`src/rtl/multi_bot_scoreboard.sv`:
```
// multi_bot_scoreboard: debounced finish-line detector and BCD scorer for NUM_BOTS bots.
// Optional round timeout is enabled by defining ROUND_TIMEOUT_EN.
module multi_bot_scoreboard #(
  parameter int          NUM_BOTS       = 2,
  parameter int          DIGITS         = 2,
  parameter logic [7:0]  LINE_MASK      = 8'h07,
  parameter int          DEBOUNCE       = 4,
  parameter logic [31:0] TIMEOUT_CYCLES = 32'd50_000_000,
  localparam int         IDW            = (NUM_BOTS > 1) ? $clog2(NUM_BOTS) : 1,
  localparam int         SW             = 4*DIGITS
)(
  input  logic                   clk,
  input  logic                   board_rst_n,
  input  logic [8*NUM_BOTS-1:0]  sensors,
  input  logic                   map_rst,
  output logic [SW*NUM_BOTS-1:0] score,
  output logic                   map_change,
  output logic [IDW-1:0]         winner_id,
  output logic                   winner_valid,
  output logic [NUM_BOTS-1:0]    crossed
);
  typedef enum logic [1:0] {IDLE, ON_LINE, SCORED} state_t;
  logic [7:0]          r_s1 [NUM_BOTS];
  logic [7:0]          r_s2 [NUM_BOTS];
  logic [7:0]          r_cnt [NUM_BOTS];
  logic [SW-1:0]       r_score [NUM_BOTS];
  state_t              r_state [NUM_BOTS];
  state_t              w_state_nxt [NUM_BOTS];
  logic [NUM_BOTS-1:0] r_deb_on, r_cross, w_raw_on, w_cross_nxt, w_cross;
  logic                r_map_change, r_winner_valid, w_any, w_tick;
  logic [IDW-1:0]      r_winner_id, w_first;
  // Increment a BCD number with ripple carry; all-nines saturates.
  function automatic logic [SW-1:0] bcd_inc(input logic [SW-1:0] v);
    logic [SW-1:0] r;
    logic          c;
    r = v;
    c = 1'b1;
    for (int d = 0; d < DIGITS; d++)
      if (c) begin
        c = (v[4*d +: 4] == 4'd9);
        r[4*d +: 4] = c ? 4'd0 : v[4*d +: 4] + 4'd1;
      end
    return c ? v : r;
  endfunction
  always_ff @(posedge clk or negedge board_rst_n)
    if (!board_rst_n) begin
      for (int i = 0; i < NUM_BOTS; i++) begin
        r_s1[i]  <= '0;
        r_s2[i]  <= '0;
        r_cnt[i] <= '0;
      end
      r_deb_on <= '0;
    end else
      for (int i = 0; i < NUM_BOTS; i++) begin
        r_s1[i] <= sensors[8*i +: 8];
        r_s2[i] <= r_s1[i];
        if (w_raw_on[i] == r_deb_on[i]) r_cnt[i] <= '0;
        else if (r_cnt[i] == 8'(DEBOUNCE-1)) begin
          r_cnt[i]    <= '0;
          r_deb_on[i] <= w_raw_on[i];
        end else r_cnt[i] <= r_cnt[i] + 8'd1;
      end
  always_comb begin
    w_first = '0;
    for (int i = 0; i < NUM_BOTS; i++) begin
      w_raw_on[i]    = ~|(r_s2[i] & LINE_MASK);
      w_state_nxt[i] = r_state[i];
      w_cross_nxt[i] = 1'b0;
      if (map_rst) w_state_nxt[i] = IDLE;
      else if (r_state[i] == IDLE && r_deb_on[i]) w_state_nxt[i] = ON_LINE;
      else if (r_state[i] == ON_LINE && !r_deb_on[i]) begin
        w_state_nxt[i] = SCORED;
        w_cross_nxt[i] = 1'b1;
      end
    end
    w_cross = map_rst ? '0 : r_cross;
    w_any   = |w_cross;
    for (int i = NUM_BOTS-1; i >= 0; i--)
      if (w_cross[i]) w_first = IDW'(i);
  end
  always_ff @(posedge clk or negedge board_rst_n)
    if (!board_rst_n) begin
      for (int i = 0; i < NUM_BOTS; i++) begin
        r_state[i] <= IDLE;
        r_score[i] <= '0;
      end
      r_cross        <= '0;
      r_map_change   <= 1'b0;
      r_winner_valid <= 1'b0;
      r_winner_id    <= '0;
    end else begin
      r_state <= w_state_nxt;
      r_cross <= w_cross_nxt;
      for (int i = 0; i < NUM_BOTS; i++)
        if (w_cross[i]) r_score[i] <= bcd_inc(r_score[i]);
      r_map_change <= (w_any && !r_winner_valid) || w_tick;
      if (map_rst) begin
        r_winner_valid <= 1'b0;
        r_winner_id    <= '0;
      end else if (w_any && !r_winner_valid) begin
        r_winner_valid <= 1'b1;
        r_winner_id    <= w_first;
      end
    end
`ifdef ROUND_TIMEOUT_EN
  logic [31:0] r_timer;
  assign w_tick = !map_rst && !r_winner_valid && (r_timer == TIMEOUT_CYCLES - 32'd1);
  always_ff @(posedge clk or negedge board_rst_n)
    if (!board_rst_n) r_timer <= '0;
    else if (map_rst || w_any || w_tick) r_timer <= '0;
    else if (!r_winner_valid) r_timer <= r_timer + 32'd1;
`else
  logic w_unused_timeout;
  assign w_unused_timeout = ^TIMEOUT_CYCLES;
  assign w_tick = 1'b0;
`endif
  for (genvar g = 0; g < NUM_BOTS; g++) begin : g_out
    assign score[SW*(NUM_BOTS-g)-1 -: SW] = r_score[g];
    assign crossed[g] = (r_state[g] == SCORED);
  end
  assign map_change   = r_map_change;
  assign winner_valid = r_winner_valid;
  assign winner_id    = r_winner_id;
endmodule

```
`config.mk`:
```
export PLATFORM = sky130hd
export DESIGN_NAME = multi_bot_scoreboard
export DESIGN_NICKNAME = d
export VERILOG_FILES = /design/src/rtl/multi_bot_scoreboard.sv
export SDC_FILE = /design/constraint.sdc
export NUM_CORES = 1
export LEC_CHECK = 0
export ABC_CLOCK_PERIOD_IN_PS = 1800
export CAP_MARGIN = 20
export CORE_MARGIN = 5
export CORE_UTILIZATION = 40
export CTS_CLUSTER_SIZE = 40
export DETAILED_ROUTE_END_ITERATION = 6
export PLACE_DENSITY = 0.63
export SYNTH_ARGS = -nofsm -noshare
export SYNTH_HDL_FRONTEND = slang
export SYNTH_SLANG_ARGS = --single-unit
```
`constraint.sdc`:
```
create_clock -name clk -period 1.8 [get_ports clk]
set_input_delay 0.27 -clock clk [delete_from_list [all_inputs] [get_ports clk]]
set_output_delay 0.27 -clock clk [all_outputs]
set_load 0.02 [all_outputs]
```
* Word level (Yosys, flattened, before mapping) *
Cells that the tools add are included.

word-level totals
  flip-flop bits (word level) = 55
  input port bits = 19
  output and inout bits = 21

operators by class
  $add $sub $neg = 6
  equal/unequal tests = 12
  muxes and demuxes = 33
  bitwise gates (word level) = 4
  reduce and logical (&&, ||, !) cells = 24

operators by type and width
  operator                                              count
  2-to-1 mux 8 bit                                      4
  2-to-1 mux 1 bit                                      18
  adder 4 x 1 -> 4 bit (second input constant)          4
  adder 8 x 1 -> 8 bit (second input constant)          2
  equality test 4 bit (second input constant)           4
  equality test 8 x 2 -> 1 bit (second input constant)  2
  2-to-1 mux 4 bit                                      4
  2-to-1 mux 2 bit                                      7
  AND reduction 2 bit                                   4
  AND reduction 3 bit                                   2
  nonzero test 3 bit                                    2
  OR reduction 3 bit                                    2
  logical AND 1 bit                                     5
  zero test 1 bit                                       5
  equality test 2 x 1 -> 1 bit (second input constant)  2
  equality test 2 bit (second input constant)           2
  zero test 2 bit                                       2
  inverter 1 bit                                        4
  equality test 1 bit                                   2
  nonzero test 2 bit                                    1
  OR reduction 2 bit                                    1

* Depth between registers and ports, before layout *
Gate-level depths: netlist (run 1).

  depth after elaboration = 6
  gate-level depth with buffers = 4
  mapped depth without buffers = 4

* Least setup slack after synthesis (run 1) *
No wires, ideal clock.

  path kind = register to register
  start = register r_cnt[0] in the netlist's numbering
  end = register r_deb_on[1]
  library setup time = 125 ps
  arrival time = 1508 ps
  required time = 1675 ps
  setup slack = 168 ps
  cell stages (with the launch flop) = 5
  buffers on the path = 0
  path through = dfrtp_1 > ha_1 > or4b_4 > nor2_1 > mux2_2

on the way
  longest elaborated chain between the ends = 2

ends and longest elaborated chain
  element                            RTL line  text
  from (decl)                        25        logic [7:0] r_cnt [NUM_BOTS];
  from (signal, indexed assignment)  61        end else r_cnt[i] <= r_cnt[i] + 8'd1;
  equality test 8 x 2 -> 1 bit       58        else if (r_cnt[i] == 8'(DEBOUNCE-1)) begin
  AND reduction 2 bit (no line)      -
  to (signal, indexed assignment)    60        r_deb_on[i] <= w_raw_on[i];
  to (decl)                          29        logic [NUM_BOTS-1:0] r_deb_on, r_cross, w_raw_on, w_cross_nxt, w_cross;

Every way passes these cells.
A chain may end at the register's enable or synchronous reset.

* Worst setup path after layout (run 1) *
  start = register r_score (netlist bit score[2])
  end = output port score[2]

RTL lines
  element                            RTL line  text
  from (decl)                        26        logic [SW-1:0] r_score [NUM_BOTS];
  from (signal, indexed assignment)  95        if (w_cross[i]) r_score[i] <= bcd_inc(r_score[i]);
  to (decl)                          16        output logic [SW*NUM_BOTS-1:0] score,

No word-level cell between the ends.

==> results by group, run 1 <==
Synthesis
  – Area contributors post-synth: dfrtp_1 59%, a21oi_1 4.1%, xnor2_1 3.0%
  – Number of synthesized register bits: 55
  – Syn nets: 230
  – Synth area leader: dfrtp_1
  – Distinct cells, synth: 34
  – EDFF count, synth: 0
  – Post-Syn Instances: 208
  – Mapped Area: 2330 um2
  – Synth warn: 0
  – Seq/Total Area, Yosys: 59.0%
  – Post-synth top area share: 59.0%
  – Most used flip-flop cell after synthesis: dfrtp_1
  – Post-Syn Area per Cell: 11.2 um2
  – Synth async-reset ratio: 100%

Power
  – Combinational power share: 4.0%
  – Internal: 1.61 mW
  – Seq pwr share: 61.6%
  – Worst VDD drop: 462 uV
  – Clock share of power: 34.5%
  – Leak Pwr: 1.21 nW
  – Pwr Density: 717 nW/um2
  – Net Sw Frac: 21.9%
  – Psw: 451 uW

Timing
  – Final Setup Violations: 0
  – Max Slew Vio Count: 0
  – Clk_skew: 0.0109 ns
  – Rel. slew slack: 69.2%
  – Fmax: 586 MHz
  – Final hold viol count: 0
  – Final critical-path share of the clock period: 94.8%
  – Worst slew pin tran: 0.458 ns
  – RSZ-0062 raised after global routing: false
  – Fin crit period: 1.71 ns
  – Post-Route Setup TNS: 0 ns
  – Setup ws final: 0.0934 ns

CTS
  – Worst skew pair latency: 0.31 ns
  – Longest Clk Path Bufs: 2
  – CTS tree: done
  – Post-CTS setup buffer count: 0
  – H-tree depth: 2
  – CTS buffer count: 5
  – Clock transition at path regs: 0.10 ns
  – Clock root buffer: clkbuf_8
  – Sink Count: 55

Floorplan
  – Chip height: 86.4 um
  – # rows: 27
  – Die area: 7460 um2
  – Initial Util: 41.9%
  – Core area: 5570 um2
  – Die X: 86.4 um
  – # IOs: 40

Placement
  – GPL Wtd Cong: 0.702
  – DP Worst Slack: 0.101 ns
  – DPL Wire Length: 2720 um
  – Input/output buffers: 29
  – Placed Cells: 314

Outcome
  – Status: finished clean

Min path
  – Hold Crit Class: reg -> reg

Critical path
  – Critical Path AT: 1.44 ns
  – Worst r2r src: r_cnt[0]$_DFF_PN0_
  – R2R Path End: r_deb_on[1]$_DFFE_PN0P_
  – FF-to-FF path depth: 4
  – Worst setup EP type: output pin
  – Crit-path cells: clkdlybuf4s50_1
  – CP Buf/Inv Count: 1
  – Worst EP required: 1.53 ns
  – WP depth: 1
  – Top delay family on crit path: buffers and inverters
  – Max stage delay on crit path: 0.65 ns
  – Highest-delay cell along the critical path: clkdlybuf4s50_1
  – Critical path origin: score[2]$_DFFE_PN0P_
  – CP Capture Point: score[2]
  – Crit start category: flip-flop
  – Kind of critical path: reg -> out
  – R2r setup slk: 0.12 ns
  – Max FO, Critical Path: 8

GRT
  – Initial antenna violation count: 0
  – Met1 GRT Util: 14.3%
  – Vias in the first global route: 1425
  – GRT Overall Usage: 11.1%
  – Met2 Use GR: 17.2%
  – Grt ovf: 0
  – GR peak layer: met2
  – Global-route wire length before repair: 6480 um
  – GR Util met3: 3.71%
  – Largest net degree at the start of global routing: 56

Finish
  – Area of the multi-input gates: 901 um2
  – Register area: 1380 um2
  – Nets: 272
  – Final core utilization: 51.5%
  – Antenna diode count: 0
  – Layout area overhead: 23.0%
  – Share of layout cells above drive strength 1: 12.0%
  – Non-Filler Instances: 323
  – Fillers: 509

Run
  – # Max-Cap Violations: 0

Drt
  – Final wirelength: 3870 um
  – DRT iter0 DRCs: 105
  – 1st-pass router iterations: 4
  – Vias per cell: 4.96
  – Remaining DRCs: 0
  – Via count: 1601
  – Routed wire per std cell: 12.0 um
  – Final ANT Viol Nets: 0
-- area by class of cell --
cell class	instances	share of cell area (%)
Clock buffer	7	3.01
Clock inverter	1	0.305
Inverter	11	1.44
Multi-Input combinational cell	139	31.4
Sequential cell	55	48.0
Tap cell	72	3.14
Timing Repair Buffer	38	12.7
-- power groups by stage --
stage	Clock [mW]	Combinational (mW)	Sequential (mW)
finish	0.709	0.0814	1.27
CTS	0.733	0.0848	1.27
detailed placement	0	0.0830	1.29
global placement	0	0.0828	1.29
floorplan	0	0.0211	1.29
global route	0.791	0.0923	1.27
-- state kept, by name, indices dropped and copies added (netlist names) --
register / cells
map_change: 1
r_s1: 6
winner_valid: 1
r_cross: 2
r_cnt: 16
r_state: 4
winner_id: 1
r_s2: 6
r_deb_on: 2
score: 16
-- routing by layer --
metal,vias to the layer above,share of wire (%)
li1,820,-
met1,749,48
met2,28,46
met3,4,4.7
met4,0,0.98
met5,-,0
-- repair_timing --
action,in CTS,in global routing
gates resized for setup,2,1
setup endpoints to repair,2,1
hold buffers,1,0
hold endpoints to repair,55,0
-- per-stage QoR --
stage,total power [mW],hold slack [ns],instance area [um2]
final,2.06,0.354,2870
after floorplan,1.31,-0.0256,2330
after global placement,1.37,0.287,2770
after detailed placement,1.37,0.287,2770
after global routing,2.15,0.366,2870
after CTS,2.08,0.356,2870
-- worst min path at each step --
stage	startpoint	to	slack (ns)	cells after the start
6_report	r_s1[9]$_DFF_PN0_	r_s2[9]$_DFF_PN0_	0.35	0
5_1_grt	r_s1[2]$_DFF_PN0_	r_s2[2]$_DFF_PN0_	0.37	0
4_1_cts	r_s1[2]$_DFF_PN0_	r_s2[2]$_DFF_PN0_	0.36	0
3_5_place_dp	board_rst_n	r_cnt[0]$_DFF_PN0_	0.29	2
3_3_place_gp	board_rst_n	r_cnt[0]$_DFF_PN0_	0.29	2
2_1_floorplan	board_rst_n	map_change$_DFF_PN0_	-0.03	0
-- synth_stat cells, types with 3 or more instances --
cell type / count
dfrtp_1: 55
a21oi_1: 19
nor2_1: 18
inv_1: 11
nand2_1: 11
o21ai_0: 10
nand3_1: 9
xnor2_1: 8
or3_1: 7
nor2b_1: 5
nor3_1: 5
and4bb_2: 4
nand4_1: 4
xor2_1: 4
a211oi_1: 3
ha_1: 3
mux2_2: 3
-- placed cells by master, fill, tap and decap left out, types with 3 or more instances in the layout --
master	netlist	final
nor2b_1	5	5
nand2_1	11	11
nor3_1	5	5
and4bb_2	4	4
xor2_1	4	4
a21oi_1	19	19
or3_1	7	7
dfrtp_1	55	54
inv_1	11	11
nand4_1	4	4
a211oi_1	3	3
ha_1	3	3
buf_4	0	7
clkdlybuf4s50_1	0	26
mux2_2	3	3
clkbuf_8	0	6
o21ai_0	10	10
xnor2_1	8	8
nor2_1	18	18
nand3_1	9	9
-- logic make-up after synthesis --
| logic type | after synthesis | synth area share [%] |
|---|---|---|
| AND/OR/NAND/NOR | 77 | 19.2 |
| flip-flops | 55 | 59.0 |
| AO/OA/AOI/OAI | 41 | 10.5 |
| buffers and inverters | 14 | 2.41 |
| XOR/XNOR | 12 | 4.50 |
| multiplexers | 6 | 2.79 |
| adder cells (fa/ha/maj) | 3 | 1.61 |
No activity file was read; power rests on OpenSTA's default activity.
==> run 2, diff against run 1 <==
--- a/config.mk
+++ b/config.mk
@@ -11,7 +11,7 @@
 export CORE_UTILIZATION = 40
 export CTS_CLUSTER_SIZE = 40
 export DETAILED_ROUTE_END_ITERATION = 6
-export PLACE_DENSITY = 0.63
+export MAX_ROUTING_LAYER = met4
 export SYNTH_ARGS = -nofsm -noshare
 export SYNTH_HDL_FRONTEND = slang
 export SYNTH_SLANG_ARGS = --single-unit
==> results by group, run 2 (synthesis results as in run 1) <==
Outcome
  – Status: finished clean

CTS
  – CTS tree: done
  – Clock root buffer: clkbuf_8
  – Clock transition at path regs: 0.09 ns
  – CTS buffer count: 5
  – Worst skew pair latency: 0.30 ns
  – Sink Count: 55
  – Longest Clk Path Bufs: 2
  – H-tree depth: 2

Critical path
  – Worst r2r src: r_cnt[0]$_DFF_PN0_
  – Max stage delay on crit path: 0.65 ns
  – R2R Path End: r_deb_on[1]$_DFFE_PN0P_
  – FF-to-FF path depth: 4
  – Highest-delay cell along the critical path: clkdlybuf4s50_1
  – Worst EP required: 1.53 ns
  – Max FO, Critical Path: 8
  – R2r setup slk: 0.13 ns
  – Crit start category: flip-flop
  – Kind of critical path: reg -> out
  – Top delay family on crit path: buffers and inverters
  – WP depth: 1
  – CP Buf/Inv Count: 1
  – Critical Path AT: 1.44 ns
  – Crit-path cells: clkdlybuf4s50_1
  – Worst setup EP type: output pin

Timing
  – Post-Route Setup TNS: 0 ns
  – Final Setup Violations: 0
  – Max Slew Vio Count: 0
  – Fin crit period: 1.71 ns
  – Clk_skew: 0.00636 ns
  – Fmax: 586 MHz
  – Final critical-path share of the clock period: 94.7%
  – Setup ws final: 0.0945 ns
  – Worst slew pin tran: 0.447 ns
  – Final hold viol count: 0
  – Rel. slew slack: 69.9%
  – RSZ-0062 raised after global routing: false

Drt
  – Via count: 1628
  – Final wirelength: 3820 um
  – Final ANT Viol Nets: 0
  – 1st-pass router iterations: 4
  – Vias per cell: 5.07
  – Remaining DRCs: 0
  – DRT iter0 DRCs: 47
  – Routed wire per std cell: 11.9 um

Power
  – Leak Pwr: 1.20 nW
  – Worst VDD drop: 477 uV
  – Pwr Density: 704 nW/um2
  – Final Power: 2.00 mW

Min path
  – Hold Path Cell Cnt: 0
  – Worst Hold Path EP: r_s2[1]$_DFF_PN0_
  – Hold Path Origin: r_s1[1]$_DFF_PN0_
  – Hold Crit Class: reg -> reg

Floorplan
  – Initial Util: 41.9%
  – Die X: 86.4 um
  – # IOs: 40
  – Core area: 5570 um2
  – Die area: 7460 um2
  – # rows: 27
  – Chip height: 86.4 um

Run
  – # Max-Cap Violations: 0

Finish
  – Antenna diode count: 0
  – Commonest non-fill, non-tap cells in the layout: 55 x dfrtp_1, 26 x clkdlybuf4s50_1, 19 x a21oi_1
  – Nets: 270
  – Most common cell after layout, fill and taps aside: dfrtp_1
  – Layout area overhead: 21.9%
  – Share of layout cells above drive strength 1: 10.8%

Placement
  – GPL Wtd Cong: 0.779
  – DP Worst Slack: 0.0775 ns
  – DPL Wire Length: 2730 um
  – Input/output buffers: 29

GRT
  – Initial antenna violation count: 0
  – Vias in the first global route: 1517
  – Largest net degree at the start of global routing: 56
  – GRT Overall Usage: 11.7%
  – Global-route wire length before repair: 6800 um
  – Grt ovf: 0
-- run 2: cell types whose count changed in the layout (fill, tap and decap cells not counted) --
cell / previous run / this run
clkinvlp_4: 0 / 1
buf_4: 7 / 5
dfrtp_2: 1 / 0
dfrtp_1: 54 / 55
clkinv_2: 0 / 1
clkinv_4: 1 / 0
clkbuf_8: 6 / 5
-- run 2: layout make-up --
type,count,area (um2)
clock buffer,6,72.6
clock inverter,2,12.5
fill,527,2730
inverter,11,41.3
multi-input combinational,139,901
sequential,55,1380
tap,72,90.1
timing repair buffer,36,350
-- run 2: worst max path at each step --
| stage | start | to |
|---|---|---|
| floorplan | r_cnt[0]$_DFF_PN0_ | r_deb_on[1]$_DFFE_PN0P_ |
| global placement | map_rst | score[3]$_DFFE_PN0P_ |
| detailed placement | map_rst | score[3]$_DFFE_PN0P_ |
| CTS | score[10]$_DFFE_PN0P_ | score[10] |
| global route | score[2]$_DFFE_PN0P_ | score[2] |
| finish | score[2]$_DFFE_PN0P_ | score[2] |
-- run 2: through the flow --
step / std cells / utilization, % / cell area (um2) / hold slack (ns)
after floorplan: 208 / - / 2330 / -0.0256
after CTS: 321 / 51.0 / 2840 / 0.356
after detailed placement: 312 / 49.4 / 2750 / 0.290
after global placement: 312 / 49.4 / 2750 / 0.288
after global routing: 321 / 51.0 / 2840 / 0.360
final: 321 / 51.0 / 2840 / 0.354
-- run 2: worst register-to-register path, stage by stage (launching register included) --
cell and delay [ns]:
dfrtp_1 0.42, ha_1 0.18, or4b_4 0.47, nor2_1 0.15
mux2_2 0.34
-- run 2: power breakdown --
group / internal [mW] / leakage (nW) / total [mW] / switching, mW
clock: 0.273 / 0.0412 / 0.653 / 0.380
sequential: 1.25 / 0.739 / 1.27 / 0.0131
combinational: 0.0362 / 0.416 / 0.0813 / 0.0451
total: 1.56 / 1.20 / 2.00 / 0.438
-- run 2: metal layers --
layer / wire length (um) / track usage (%) / vias up
met1: 1800 / 14.9 / 783
met2: 1800 / 18.1 / 23
met5: 0 / - / -
met3: 151 / 2.28 / 5
li1: - / - / 817
met4: 70 / 5.52 / 0
-- run 2: what timing repair did --
item | in CTS | in global routing
endpoints found under the setup margin | 2 | 0
hold buffers | 1 | 0
endpoints found under the hold margin | 55 | 0
resized for setup | 2 | 0
buffers inserted | 0 | 0
